--- src/rtl/endec_sched_pkg.sv ---
// Shared definitions for the endec scheduler: engine mode codes, FSM state
// encodings and default frame geometry matching the engine's parameters.
package endec_sched_pkg;

  // Defaults track DATA_FRAME_LENGTH, MAX_CODE_RATE and TRACEBACK_DEPTH of the engine
  localparam int FRAME_LEN_DEF = 16;
  localparam int CODE_RATE_DEF = 2;
  localparam int TB_DEPTH_DEF  = FRAME_LEN_DEF * CODE_RATE_DEF;
  localparam int TIMEOUT_DEF   = 64;

  localparam logic MODE_ENC = 1'b0;
  localparam logic MODE_DEC = 1'b1;

  typedef enum logic [2:0] {
    ST_IDLE    = 3'd0,
    ST_FLUSH   = 3'd1,
    ST_ENC_RUN = 3'd2,
    ST_DEC_RUN = 3'd3,
    ST_RESP    = 3'd4
  } state_t;

endpackage

--- src/rtl/endec_sched_arb.sv ---
// Two-way round-robin arbiter between the encode and decode requesters.
// Ready is only offered while the scheduler is idle, to the granted side.
module endec_sched_arb
  import endec_sched_pkg::*;
(
  input  logic sys_clk,
  input  logic rst,
  input  logic i_idle,
  input  logic i_enc_valid,
  input  logic i_dec_valid,
  output logic o_enc_ready,
  output logic o_dec_ready,
  output logic o_accept,
  output logic o_accept_mode
);

  logic r_last_grant;
  logic w_grant;

  // Contention flips away from the previous winner; otherwise the lone requester wins
  assign w_grant     = (i_enc_valid && i_dec_valid) ? ~r_last_grant : i_dec_valid;
  assign o_enc_ready = i_idle && i_enc_valid && (w_grant == MODE_ENC);
  assign o_dec_ready = i_idle && i_dec_valid && (w_grant == MODE_DEC);
  assign o_accept      = o_enc_ready || o_dec_ready;
  assign o_accept_mode = w_grant;

  always_ff @(posedge sys_clk or negedge rst) begin
    if (!rst)          r_last_grant <= MODE_DEC;
    else if (o_accept) r_last_grant <= w_grant;
  end

endmodule

--- src/rtl/endec_sched.sv ---
// Scheduler sharing one endec engine between encode and decode requesters:
// arbitrate, flush the engine, run the job under a timeout, hold the response.
module endec_sched
  import endec_sched_pkg::*;
#(
  parameter int FRAME_LEN = FRAME_LEN_DEF,
  parameter int CODE_RATE = CODE_RATE_DEF,
  parameter int TB_DEPTH  = TB_DEPTH_DEF,
  parameter int TIMEOUT   = TIMEOUT_DEF
) (
  input  logic                           sys_clk,
  input  logic                           rst,
  input  logic                           i_enc_req_valid,
  output logic                           o_enc_req_ready,
  input  logic [FRAME_LEN-1:0]           i_enc_req_data,
  output logic                           o_enc_rsp_valid,
  input  logic                           i_enc_rsp_ready,
  output logic [FRAME_LEN*CODE_RATE-1:0] o_enc_rsp_data,
  output logic                           o_enc_rsp_err,
  input  logic                           i_dec_req_valid,
  output logic                           o_dec_req_ready,
  input  logic [TB_DEPTH-1:0]            i_dec_req_data,
  output logic                           o_dec_rsp_valid,
  input  logic                           i_dec_rsp_ready,
  output logic [FRAME_LEN-1:0]           o_dec_rsp_data,
  output logic                           o_dec_rsp_err,
  output logic                           o_eng_rst_n,
  output logic                           o_eng_en,
  output logic                           o_eng_mode_sel,
  output logic                           o_eng_encoder_bit,
  output logic [TB_DEPTH-1:0]            o_eng_decoder_data_frame,
  input  logic [CODE_RATE-1:0]           i_eng_encoder_data,
  input  logic                           i_eng_encoder_done,
  input  logic [FRAME_LEN-1:0]           i_eng_decoder_data,
  input  logic                           i_eng_decoder_done,
  output logic                           o_busy
);

  localparam int ENC_W = FRAME_LEN * CODE_RATE;
  localparam int IDX_W = (FRAME_LEN > 2) ? $clog2(FRAME_LEN) : 1;
  localparam int TMR_W = (TIMEOUT > 2) ? $clog2(TIMEOUT) : 1;

  state_t               r_state, w_next;
  logic [FRAME_LEN-1:0] r_payload;
  logic [TB_DEPTH-1:0]  r_frame;
  logic [ENC_W-1:0]     r_enc_rsp;
  logic [FRAME_LEN-1:0] r_dec_rsp;
  logic                 r_err;
  logic                 r_mode;
  logic [IDX_W-1:0]     r_idx;
  logic [TMR_W-1:0]     r_timer;

  logic w_idle, w_accept, w_accept_mode;
  logic w_enc_done, w_dec_done, w_timeout, w_last_bit, w_rsp_ready;
  logic [IDX_W-1:0] w_bit_sel;

  assign w_idle = (r_state == ST_IDLE);

  endec_sched_arb u_arb (
    .sys_clk       (sys_clk),
    .rst           (rst),
    .i_idle        (w_idle),
    .i_enc_valid   (i_enc_req_valid),
    .i_dec_valid   (i_dec_req_valid),
    .o_enc_ready   (o_enc_req_ready),
    .o_dec_ready   (o_dec_req_ready),
    .o_accept      (w_accept),
    .o_accept_mode (w_accept_mode)
  );

  // Done pulses only count in the RUN state of the matching mode
  assign w_enc_done  = (r_state == ST_ENC_RUN) && i_eng_encoder_done;
  assign w_dec_done  = (r_state == ST_DEC_RUN) && i_eng_decoder_done;
  assign w_timeout   = (r_timer == TMR_W'(TIMEOUT - 1));
  assign w_last_bit  = (r_idx == IDX_W'(FRAME_LEN - 1));
  assign w_rsp_ready = (r_mode == MODE_DEC) ? i_dec_rsp_ready : i_enc_rsp_ready;
  assign w_bit_sel   = IDX_W'(FRAME_LEN - 1) - r_idx;

  always_ff @(posedge sys_clk or negedge rst) begin
    if (!rst) r_state <= ST_IDLE;
    else      r_state <= w_next;
  end

  always_comb begin
    w_next = r_state;
    case (r_state)
      ST_IDLE:    if (w_accept) w_next = ST_FLUSH;
      ST_FLUSH:   w_next = (r_mode == MODE_DEC) ? ST_DEC_RUN : ST_ENC_RUN;
      ST_ENC_RUN: if (w_enc_done ? w_last_bit : w_timeout) w_next = ST_RESP;
      ST_DEC_RUN: if (w_dec_done || w_timeout) w_next = ST_RESP;
      ST_RESP:    if (w_rsp_ready) w_next = ST_IDLE;
      default:    w_next = ST_IDLE;
    endcase
  end

  always_ff @(posedge sys_clk or negedge rst) begin
    if (!rst) begin
      r_payload <= '0;
      r_frame   <= '0;
      r_enc_rsp <= '0;
      r_dec_rsp <= '0;
      r_err     <= 1'b0;
      r_mode    <= 1'b0;
      r_idx     <= '0;
      r_timer   <= '0;
    end else begin
      case (r_state)
        ST_IDLE: if (w_accept) begin
          r_mode  <= w_accept_mode;
          r_err   <= 1'b0;
          r_idx   <= '0;
          r_timer <= '0;
          if (w_accept_mode == MODE_DEC) begin
            r_frame   <= i_dec_req_data;
            r_dec_rsp <= '0;
          end else begin
            r_payload <= i_enc_req_data;
            r_enc_rsp <= '0;
          end
        end
        ST_ENC_RUN: begin
          // A done in the timeout cycle still counts: done is checked first
          if (w_enc_done) begin
            r_enc_rsp <= {r_enc_rsp[ENC_W-CODE_RATE-1:0], i_eng_encoder_data};
            r_idx     <= r_idx + IDX_W'(1);
            r_timer   <= '0;
          end else if (w_timeout) begin
            r_err     <= 1'b1;
            r_enc_rsp <= '0;
          end else begin
            r_timer <= r_timer + TMR_W'(1);
          end
        end
        ST_DEC_RUN: begin
          if (w_dec_done) begin
            r_dec_rsp <= i_eng_decoder_data;
            r_timer   <= '0;
          end else if (w_timeout) begin
            r_err     <= 1'b1;
            r_dec_rsp <= '0;
          end else begin
            r_timer <= r_timer + TMR_W'(1);
          end
        end
        default: ;
      endcase
    end
  end

  always_comb begin
    o_busy            = (r_state != ST_IDLE);
    o_eng_en          = (r_state == ST_ENC_RUN) || (r_state == ST_DEC_RUN);
    o_eng_rst_n       = rst && (r_state != ST_FLUSH);
    o_eng_encoder_bit = 1'b0;
    if (r_state == ST_ENC_RUN) o_eng_encoder_bit = r_payload[w_bit_sel];
    o_enc_rsp_valid   = (r_state == ST_RESP) && (r_mode == MODE_ENC);
    o_dec_rsp_valid   = (r_state == ST_RESP) && (r_mode == MODE_DEC);
    o_enc_rsp_err     = r_err && (r_mode == MODE_ENC);
    o_dec_rsp_err     = r_err && (r_mode == MODE_DEC);
  end

  assign o_eng_mode_sel           = r_mode;
  assign o_eng_decoder_data_frame = r_frame;
  assign o_enc_rsp_data           = r_enc_rsp;
  assign o_dec_rsp_data           = r_dec_rsp;

endmodule

--- config.mk ---
export PLATFORM = sky130hd
export DESIGN_NAME = endec_sched
export DESIGN_NICKNAME = d
export VERILOG_FILES = /design/src/rtl/endec_sched_pkg.sv /design/src/rtl/endec_sched_arb.sv /design/src/rtl/endec_sched.sv
export SDC_FILE = /design/constraint.sdc
export NUM_CORES = 1
export LEC_CHECK = 0
export ABC_AREA = 0
export CAP_MARGIN = 0
export CELL_PAD_IN_SITES_DETAIL_PLACEMENT = 1
export CELL_PAD_IN_SITES_GLOBAL_PLACEMENT = 1
export CORE_UTILIZATION = 34
export CTS_CLUSTER_DIAMETER = 80
export DETAILED_ROUTE_END_ITERATION = 7
export PLACE_DENSITY = 0.82
export SETUP_SLACK_MARGIN = 0.4
export SLEW_MARGIN = 15
export SYNTH_ARGS = -nofsm -noshare
export SYNTH_HDL_FRONTEND = slang
export SYNTH_SLANG_ARGS = --single-unit
--- constraint.sdc ---
create_clock -name sys_clk -period 2.5 [get_ports sys_clk]
set_input_delay 0.75 -clock sys_clk [delete_from_list [all_inputs] [get_ports sys_clk]]
set_output_delay 0.75 -clock sys_clk [all_outputs]
set_load 0.02 [all_outputs]
# After elaboration in Yosys (flattened, before gate mapping)
# Index checks and enable logic that the tools add are counted.
# classes
addsub,3
n_lt_le_gt_ge,1
eq_ne,18
mux,35
bitwise,3
n_reduce_logical,29
# op_table
cell,count
two-way mux 32 bit,4
two-way mux 16 bit,4
one-hot mux 32 bit (2 select lines),1
one-hot mux 16 bit (2 select lines),1
two-way mux 6 bit,4
one-hot mux 6 bit (3 select lines),1
AND reduction 4 bit,4
one-hot mux 3 bit (5 select lines),1
"!= test 2 bit, second input constant",7
logical AND 1 bit,12
two-way mux 3 bit,4
two-way mux 1 bit,10
AND reduction 3 bit,3
two-way mux 4 bit,2
one-hot mux 4 bit (2 select lines),1
"adder 6 x 1 -> 6 bit, second input constant",1
"equality test 3 x 2 -> 1 bit, second input constant",2
"equality test 6 bit, second input constant",1
"!= test 3 bit, second input constant",2
nonzero test 3 bit,2
"less-than comparator 4 x 5 -> 1 bit, second input constant",1
"adder 4 x 1 -> 4 bit, second input constant",1
binary-select mux 1 bit (select 4 bit),1
"equality test 4 bit, second input constant",1
11 further kinds,18
# word_totals
register_bits,112
output_inout_bits,91
word_cells,99

# Longest topological paths before layout
# Gate-level depths: netlist (run 1).
# logic_depth
depth_word,7
depth_mapped,6

# By module
# A second synthesis (run 1) with hierarchy kept.
# hier_totals
hier_cells,337
hier_area_um2,4634.4
# modules_own_cells
mod,instances,cells_per_inst,area_each_um2,seq_area_each_um2
endec_sched,1,329,4560.6,2777.7
endec_sched_arb,1,8,73.8,26.3

# Worst setup path before layout (run 1)
# Ideal clock, no wire load.
# synth_timing
kind,flip-flop to output port
startpoint,register r_idx[0]
endpoint,output port o_eng_encoder_bit
t_arrival_ns,1.602
t_required_ns,1.750
slack_ns,0.148
stages_incl_launch_ff,6
path_cell_list,dfrtp_1 -> clkbuf_1 -> mux4_2 -> mux2_2 -> nand3_1 -> o21ai_1
# synth_via
elab_chain_len,4
# synth_rtl
item,line_no,source
"start, declared",endec_sched.sv:50,logic [IDX_W-1:0] r_idx;
"start signal, assigned",endec_sched.sv:125,r_idx <= r_idx + IDX_W'(1);
subtractor 4 bit,endec_sched.sv:77,assign w_bit_sel = IDX_W'(FRAME_LEN - 1) - r_idx;
binary-select mux 1 bit (select 4 bit),endec_sched.sv:155,if (r_state == ST_ENC_RUN) o_eng_encoder_bit = r_payload[w_bit_sel];
two-way mux 1 bit (implied by the code),endec_sched.sv:155,
two-way mux 1 bit,endec_sched.sv:155,
"end, declared",endec_sched.sv:30,"output logic o_eng_encoder_bit,"
# Every way passes these cells. The select of a mux whose other input is x is not followed.

# Worst setup path after layout (run 1)
# Ends and elaborated chain as after synthesis.

==> results of run 1 <==
[state kept, by name (all words and copies together), names as in the netlist]
register and count:
r_timer 6, r_payload 16, u_arb.r_last_grant 1, r_state 3, r_err 1, o_enc_rsp_data 32
o_dec_rsp_data 16, o_eng_decoder_data_frame 32, r_idx 4, o_eng_mode_sel 1
[cell families (layout without fill, tap and decap cells)]
family | count (synthesis) | count (layout) | synth area share (%)
AOI/OAI and AO/OA | 79 | 79 | 13.85
xor gates and xnor gates | 2 | 2 | 0.3842
adders and majority gates | 2 | 2 | 0.5486
buffers and inverters | 29 | 221 | 2.990
DFF | 112 | 112 | 61.48
muxes | 24 | 24 | 6.557
and+or+nand+nor | 147 | 147 | 14.18
[worst paths after layout]
kind / cells after the start / startpoint / to
max: 5 / r_idx[0] / o_eng_encoder_bit
min: 2 / o_eng_decoder_data_frame[20] / o_eng_decoder_data_frame[20]
max reg2reg: 7 / u_arb.r_last_grant / o_enc_rsp_data[19]
min reg2reg: 2 / o_eng_decoder_data_frame[20] / o_eng_decoder_data_frame[20]
max in group asynchronous: 3 / rst / o_enc_rsp_data[19]
min in group asynchronous: 2 / rst / r_state[0]
[synthesized netlist by cell type, types with 2 or more instances]
cell | instances | area share [%]
sky130_fd_sc_hd__a22o_1 | 48 | 9.2
sky130_fd_sc_hd__o21ai_1 | 2 | 0.22
sky130_fd_sc_hd__inv_1 | 5 | 0.41
sky130_fd_sc_hd__a31o_1 | 2 | 0.38
sky130_fd_sc_hd__ha_1 | 2 | 0.55
sky130_fd_sc_hd__o21a_1 | 2 | 0.33
sky130_fd_sc_hd__a21o_1 | 2 | 0.33
sky130_fd_sc_hd__xor2_1 | 2 | 0.38
sky130_fd_sc_hd__o21ai_0 | 5 | 0.55
sky130_fd_sc_hd__buf_2 | 4 | 0.44
sky130_fd_sc_hd__and3_1 | 5 | 0.69
sky130_fd_sc_hd__a21oi_1 | 9 | 0.99
sky130_fd_sc_hd__clkbuf_1 | 13 | 1.1
sky130_fd_sc_hd__dfrtp_1 | 111 | 61
sky130_fd_sc_hd__buf_6 | 3 | 0.74
sky130_fd_sc_hd__nor2_1 | 5 | 0.41
sky130_fd_sc_hd__nand4_1 | 3 | 0.41
sky130_fd_sc_hd__buf_1 | 3 | 0.25
sky130_fd_sc_hd__mux2_2 | 17 | 4.2
sky130_fd_sc_hd__nand2_1 | 108 | 8.9
sky130_fd_sc_hd__nand2b_1 | 4 | 0.55
sky130_fd_sc_hd__mux4_2 | 3 | 1.5
sky130_fd_sc_hd__nand3_1 | 9 | 0.99
sky130_fd_sc_hd__mux2i_1 | 4 | 0.88
[layout make-up]
type                    instances  area share, %
inverters                       6         0.3526
multi-input cells             254          24.21
flip-flops and latches        112          39.56
repair buffers                199          27.96
clock buffers                  11          3.420
well taps                     172          3.032
clock inverters                 5          1.463
[through the flow]
step | setup TNS (ps) | power, µW | setup WS (ps) | area, µm² | cells
floorplan | 0 | 4634 | 341.4 | 4577 | 395
global placement | -3488 | 6057 | -393.6 | 6482 | 728
detailed placement | -5203 | 6204 | -404.7 | 6482 | 728
CTS | -87.32 | 7999 | -87.32 | 6908 | 750
global route | -167.0 | 8548 | -167.0 | 7097 | 759
finish | -66.68 | 8067 | -66.68 | 7097 | 759
[critical path: cells and delay by family (launching register included)]
| family | cells | cell delay [ps] |
|---|---|---|
| AND/OR/NAND/NOR | 1 | 80 |
| AO/OA/AOI/OAI | 1 | 60 |
| multiplexers | 2 | 800 |
| flip-flops | 1 | 410 |
| buffers and inverters | 1 | 130 |
[layer usage]
| layer | track usage, % | vias up | wire, µm | part of all wire, % |
|---|---|---|---|---|
| li1 | - | 1751 | - | - |
| met1 | 25.95 | 1896 | 5831 | 44 |
| met2 | 32.10 | 108 | 6516 | 49 |
| met3 | 4.312 | 12 | 660 | 5.0 |
| met4 | 6.250 | 0 | 178 | 1.3 |
| met5 | 0 | - | 0 | 0 |
[power breakdown]
group / internal, µW / switching (µW) / total (µW)
Combinational: 1770 / 1840 / 3610
Clock: 1010 / 634 / 1640
Sequential: 2430 / 387 / 2810
[repair_timing]
action / 4_1_cts / 5_1_grt
setup endpoints to repair: 91 / 72
resized for setup: 99 / 46
cloned: 0 / 0
setup buffers: 6 / 9
pin swaps: 2 / 2
hold endpoints to repair: 0 / 0
==> impl_metrics.csv, run 1 <==
group,metric,value,unit
outcome,run_status,"finished with violations",
outcome,failed_checks,"setup timing",
clock_tree,ctsHoldBuffers,0,
clock_tree,clk_root_buffer_cell,"sky130_fd_sc_hd__clkbuf_16",
global_routing,grt_antenna_before_repair,0,
clock_tree,insertion_delay,350,ps
die,design.die.area,13880,µm²
critical_path,crit_required,1750,ps
place,gp_congestion,0.7453,
global_routing,grt_max_degree,58,
final_layout,antennaDiodeCount,0,
sta,worst-slew-pin-transition,737.6,ps
sta,finalSetupViolations,1,
clock_tree,h-tree-depth,3,
critical_path,worstPathMaxFanout,3,
power,vdd.ir_drop.worst,0.5032,mV
flow_run,drv_cap,0,
sta,max-slew-margin-rel,50.83,%
logic_synthesis,register_bit_total_from_synthesis,112,
logic_synthesis,syn_area_per_cell,11.55,µm²
final_layout,postLayoutCoreUtil,55.34,%
detailed_routing,detail_route.wl_per_cell,17.37,µm
detailed_routing,drc_errors,0,
logic_synthesis,synth_edf_count,0,
final_layout,fill_cells,1378,
sta,min_period_over_period,102.7,%
clock_tree,cts_num_sinks,112,
sta,timing.final.crit_period,2567,ps
global_routing,track_usage,19.66,%
sta,rsz0062_at_grt,"yes",
final_layout,final-seq-area,2808,µm²
critical_path,timing.setup.critical_path_class,"reg -> out",
global_routing,grt_pass1_vias,4089,
final_layout,finalNetCount,658,
logic_synthesis,part_of_the_yosys_area_used_for_sequential_elements,61.48,%
place,count_of_input_and_output_buffers,164,
power,powerDensity,1137,nW/µm²
final_layout,drive_above_1_share,17.38,%
clock_tree,numCtsBuffers,9,
critical_path,largest_incremental_delay_on_the_critical_path,520,ps
critical_path,timing.critical_path.cells,"mux4_2, mux2_4, nand3_2, o21ai_2, buf_6",
die,die_h,117.8,µm
critical_path,worst-r2r-setup-slack,600,ps
logic_synthesis,cell_area_after_synthesis,4561,µm²
critical_path,worst-endpoint-arrival,1820,ps
final_layout,area_used_by_multi_input_combinational_logic,1718,µm²
detailed_routing,routed_via_density,4.963,
sta,hold_ws,467.9,ps
sta,number_of_endpoints_with_negative_hold_slack_in_the_final_report,0,
hold_path,worst_hold_path_type,"reg -> reg",
power,total_leakage_power,0.003761,µW
die,top_level_ports,165,
logic_synthesis,synth_warnings,0,
global_routing,overflow,0,
critical_path,kind_of_launch_point_of_the_worst_setup_path,"flip-flop",
die,floorplan.initialDensity,35.56,%
die,core,12820,µm²
global_routing,grt_pass1_wl,21.62,mm
sta,fin_ws,-66.68,ps
critical_path,endpoint_kind,"output port",
detailed_routing,drt_iter0_markers,200,
detailed_routing,routed_via_count,3767,
final_layout,leading_cell_types_in_the_layout_fill_and_taps_excluded,"sky130_fd_sc_hd__nand2_1, sky130_fd_sc_hd__dfrtp_1, sky130_fd_sc_hd__clkdlybuf4s50_1, sky130_fd_sc_hd__a22o_1, sky130_fd_sc_hd__dlygate4sd2_1",
clock_tree,clock_tree_from_tritoncts,"built",
clock_tree,clk_pin_slew_worst_paths,70,ps
die,die_width,117.8,µm
sta,final.setup_skew,4.570,ps
detailed_routing,route.final.wire_length,13.19,mm
critical_path,timing.critical_path.slowest_stage_cell,"sky130_fd_sc_hd__mux4_2",
place,estimated_wirelength_of_the_detail_placed_design,9.194,mm
logic_synthesis,syn-num-nets,471,
sta,max_freq,0.3896,GHz
detailed_routing,drt.antenna.violating_nets,0,
detailed_routing,dr.pass1.iters,4,
final_layout,area_growth,55.61,%
die,floorplan.rows,41,
logic_synthesis,asyncSetResetFlopFracSynth,100.0,%
logic_synthesis,yosys_most_used_dff,"sky130_fd_sc_hd__dfrtp_1",
sta,slew_violations,0,
logic_synthesis,synth_instances,395,
logic_synthesis,netlist-cell-type-count,48,
clock_tree,max_root_sink_buffers,2,
Note: power is estimated with default switching activity, not from simulation.
==> inputs of run 2 (changes only) <==
Settings changed: CORE_MARGIN set to 10.
==> impl_metrics.csv, run 2 (synthesized netlist as in run 1, its figures left out) <==
group,metric,value,unit
outcome,run_status,"finished with violations",
outcome,failed_checks,"setup timing",
clock_tree,clk_root_buffer_cell,"sky130_fd_sc_hd__clkbuf_16",
final_layout,final_design_area_excluding_fillers,6972,µm²
sta,worst-slew-pin-transition,796.1,ps
detailed_routing,routed_via_count,3805,
global_routing,groute.layer.met3.usage,5.277,%
final_layout,area_used_by_multi_input_combinational_logic,1710,µm²
sta,finalSetupViolations,1,
sta,rsz0062_at_grt,"yes",
critical_path,timing.critical_path.slowest_stage_cell,"sky130_fd_sc_hd__mux4_2",
clock_tree,numCtsBuffers,9,
critical_path,crit-reg2reg-launch,"u_arb.r_last_grant",
sta,min_period_over_period,104.0,%
die,design.die.area,18450,µm²
critical_path,crit_required,1750,ps
clock_tree,h-tree-depth,3,
die,top_level_ports,165,
critical_path,largest_incremental_delay_on_the_critical_path,520,ps
detailed_routing,routed_via_density,5.007,
critical_path,worst-r2r-setup-slack,560,ps
final_layout,area_growth,52.87,%
final_layout,drive_above_1_share,16.78,%
final_layout,finalNetCount,655,
place,gp_congestion,0.7933,
clock_tree,insertion_delay,350,ps
power,vdd.ir_drop.worst,0.5031,mV
global_routing,grt_pass1_vias,4163,
global_routing,global_route.usage.met1,19.31,%
sta,hold_ws,473.3,ps
clock_tree,clock_tree_from_tritoncts,"built",
critical_path,endpoint_kind,"output port",
hold_path,min_delay_worst_endpoint,"o_eng_decoder_data_frame[25]",
die,floorplan.initialDensity,34.58,%
power,powerDensity,1103,nW/µm²
sta,final.setup_skew,7.060,ps
sta,timing.setup.tns,-100.1,ps
critical_path,r2r.worst_path.cells,7,
clock_tree,clk_pin_slew_worst_paths,70,ps
clock_tree,cts_num_sinks,112,
final_layout,fill_cells,1422,
detailed_routing,drc_errors,0,
clock_tree,ctsHoldBuffers,0,
detailed_routing,drt.antenna.violating_nets,0,
sta,max_freq,0.3846,GHz
global_routing,grt_antenna_before_repair,0,
place,estimated_wirelength_of_the_detail_placed_design,10.53,mm
sta,slew_violations,0,
detailed_routing,drt_iter0_markers,137,
final_layout,layout.cells.most_common,"sky130_fd_sc_hd__nand2_1",
die,floorplan.rows,42,
critical_path,timing.setup.critical_path_class,"reg -> out",
place,placedInstanceArea,6507,µm²
critical_path,timing.critical_path.cells,"mux4_2, mux2_4, nand3_2, o21ai_2, buf_6",
final_layout,leading_cell_types_in_the_layout_fill_and_taps_excluded,"sky130_fd_sc_hd__nand2_1, sky130_fd_sc_hd__dfrtp_1, sky130_fd_sc_hd__clkdlybuf4s50_1, sky130_fd_sc_hd__dlygate4sd2_1, sky130_fd_sc_hd__a22o_1",
sta,number_of_endpoints_with_negative_hold_slack_in_the_final_report,0,
sta,timing.final.crit_period,2600,ps
flow_run,drv_cap,0,
final_layout,antennaDiodeCount,0,
die,core,13190,µm²
critical_path,crit-reg2reg-capture,"o_enc_rsp_data[19]",
sta,max-slew-margin-rel,46.93,%
place,post-place-ws,-401.7,ps
global_routing,grt_pass1_wl,22.96,mm
critical_path,kind_of_launch_point_of_the_worst_setup_path,"flip-flop",
final_layout,final-seq-area,2809,µm²
final_layout,finalNonFillerCells,760,
critical_path,worst-endpoint-arrival,1850,ps
global_routing,overflow,0,
die,die_width,135.8,µm
sta,fin_ws,-100.1,ps
hold_path,worst_hold_path_type,"reg -> reg",
global_routing,track_usage,15.79,%
hold_path,hold_start,"o_eng_decoder_data_frame[25]",
clock_tree,max_root_sink_buffers,2,
detailed_routing,route.final.wire_length,14.93,mm
detailed_routing,detail_route.wl_per_cell,19.65,µm
detailed_routing,dr.pass1.iters,4,
place,placed_cells,733,
critical_path,worstPathMaxFanout,3,
global_routing,grt_max_degree,64,
die,die_h,135.8,µm
place,count_of_input_and_output_buffers,164,
global_routing,grt-busiest-layer,"met2",
global_routing,use_met2,25.35,%
power,total_leakage_power,0.003814,µW
hold_path,min_path_cells,2,
==> run 2: stage by stage <==
step	power, µW	utilization, %
floorplan	4634	-
global placement	6148	49.34
finish	7692	52.86
detailed placement	6318	49.34
CTS	7729	51.79
global route	8202	52.86
==> run 2: worst max path at each step <==
stage	startpoint	to	slack, ps	depth (start not counted)
6_report	r_idx[0]	o_eng_encoder_bit	-100	5
5_1_grt	r_idx[0]	o_eng_encoder_bit	-170	5
4_1_cts	r_idx[0]	o_eng_encoder_bit	-130	5
3_5_place_dp	i_enc_req_valid	o_dec_rsp_data[2]	-400	7
3_3_place_gp	i_dec_req_valid	o_enc_req_ready	-400	5
2_1_floorplan	r_idx[0]	o_eng_encoder_bit	340	5
==> run 2: what timing repair did <==
item                       4_1_cts  5_1_grt
pin swaps                        3        2
gates resized for setup        121       35
setup endpoints to repair       75       38
setup buffers                    5        6
==> run 2: layout make-up <==
type | count | share of cell area [%]
clock buffers | 12 | 3.536
clock inverters | 4 | 0.2871
well taps | 176 | 3.159
repair buffers | 196 | 27.84
inverters | 6 | 0.3589
flip-flops and latches | 112 | 40.29
multi-input cells | 254 | 24.53
==> run 2: layer usage <==
layer	wire length (µm)	part of all wire, %	vias to the layer above
met5	0	0	-
met4	266	1.8	0
met3	1138	7.6	17
met2	7317	49	120
met1	6209	42	1920
li1	-	-	1748
==> run 2: worst max-delay path, delay by kind of cell (launching register included) <==
family / cells / cell delay [ps]
AND/OR/NAND/NOR: 1 / 80
AO/OA/AOI/OAI: 1 / 70
flip-flops: 1 / 420
buffers and inverters: 1 / 140
multiplexers: 2 / 800
==> run 2: where the power goes <==
| part | switching, µW | internal, µW |
|---|---|---|
| registers | 400 | 2430 |
| logic | 1890 | 1650 |
| clock network | 629 | 698 |
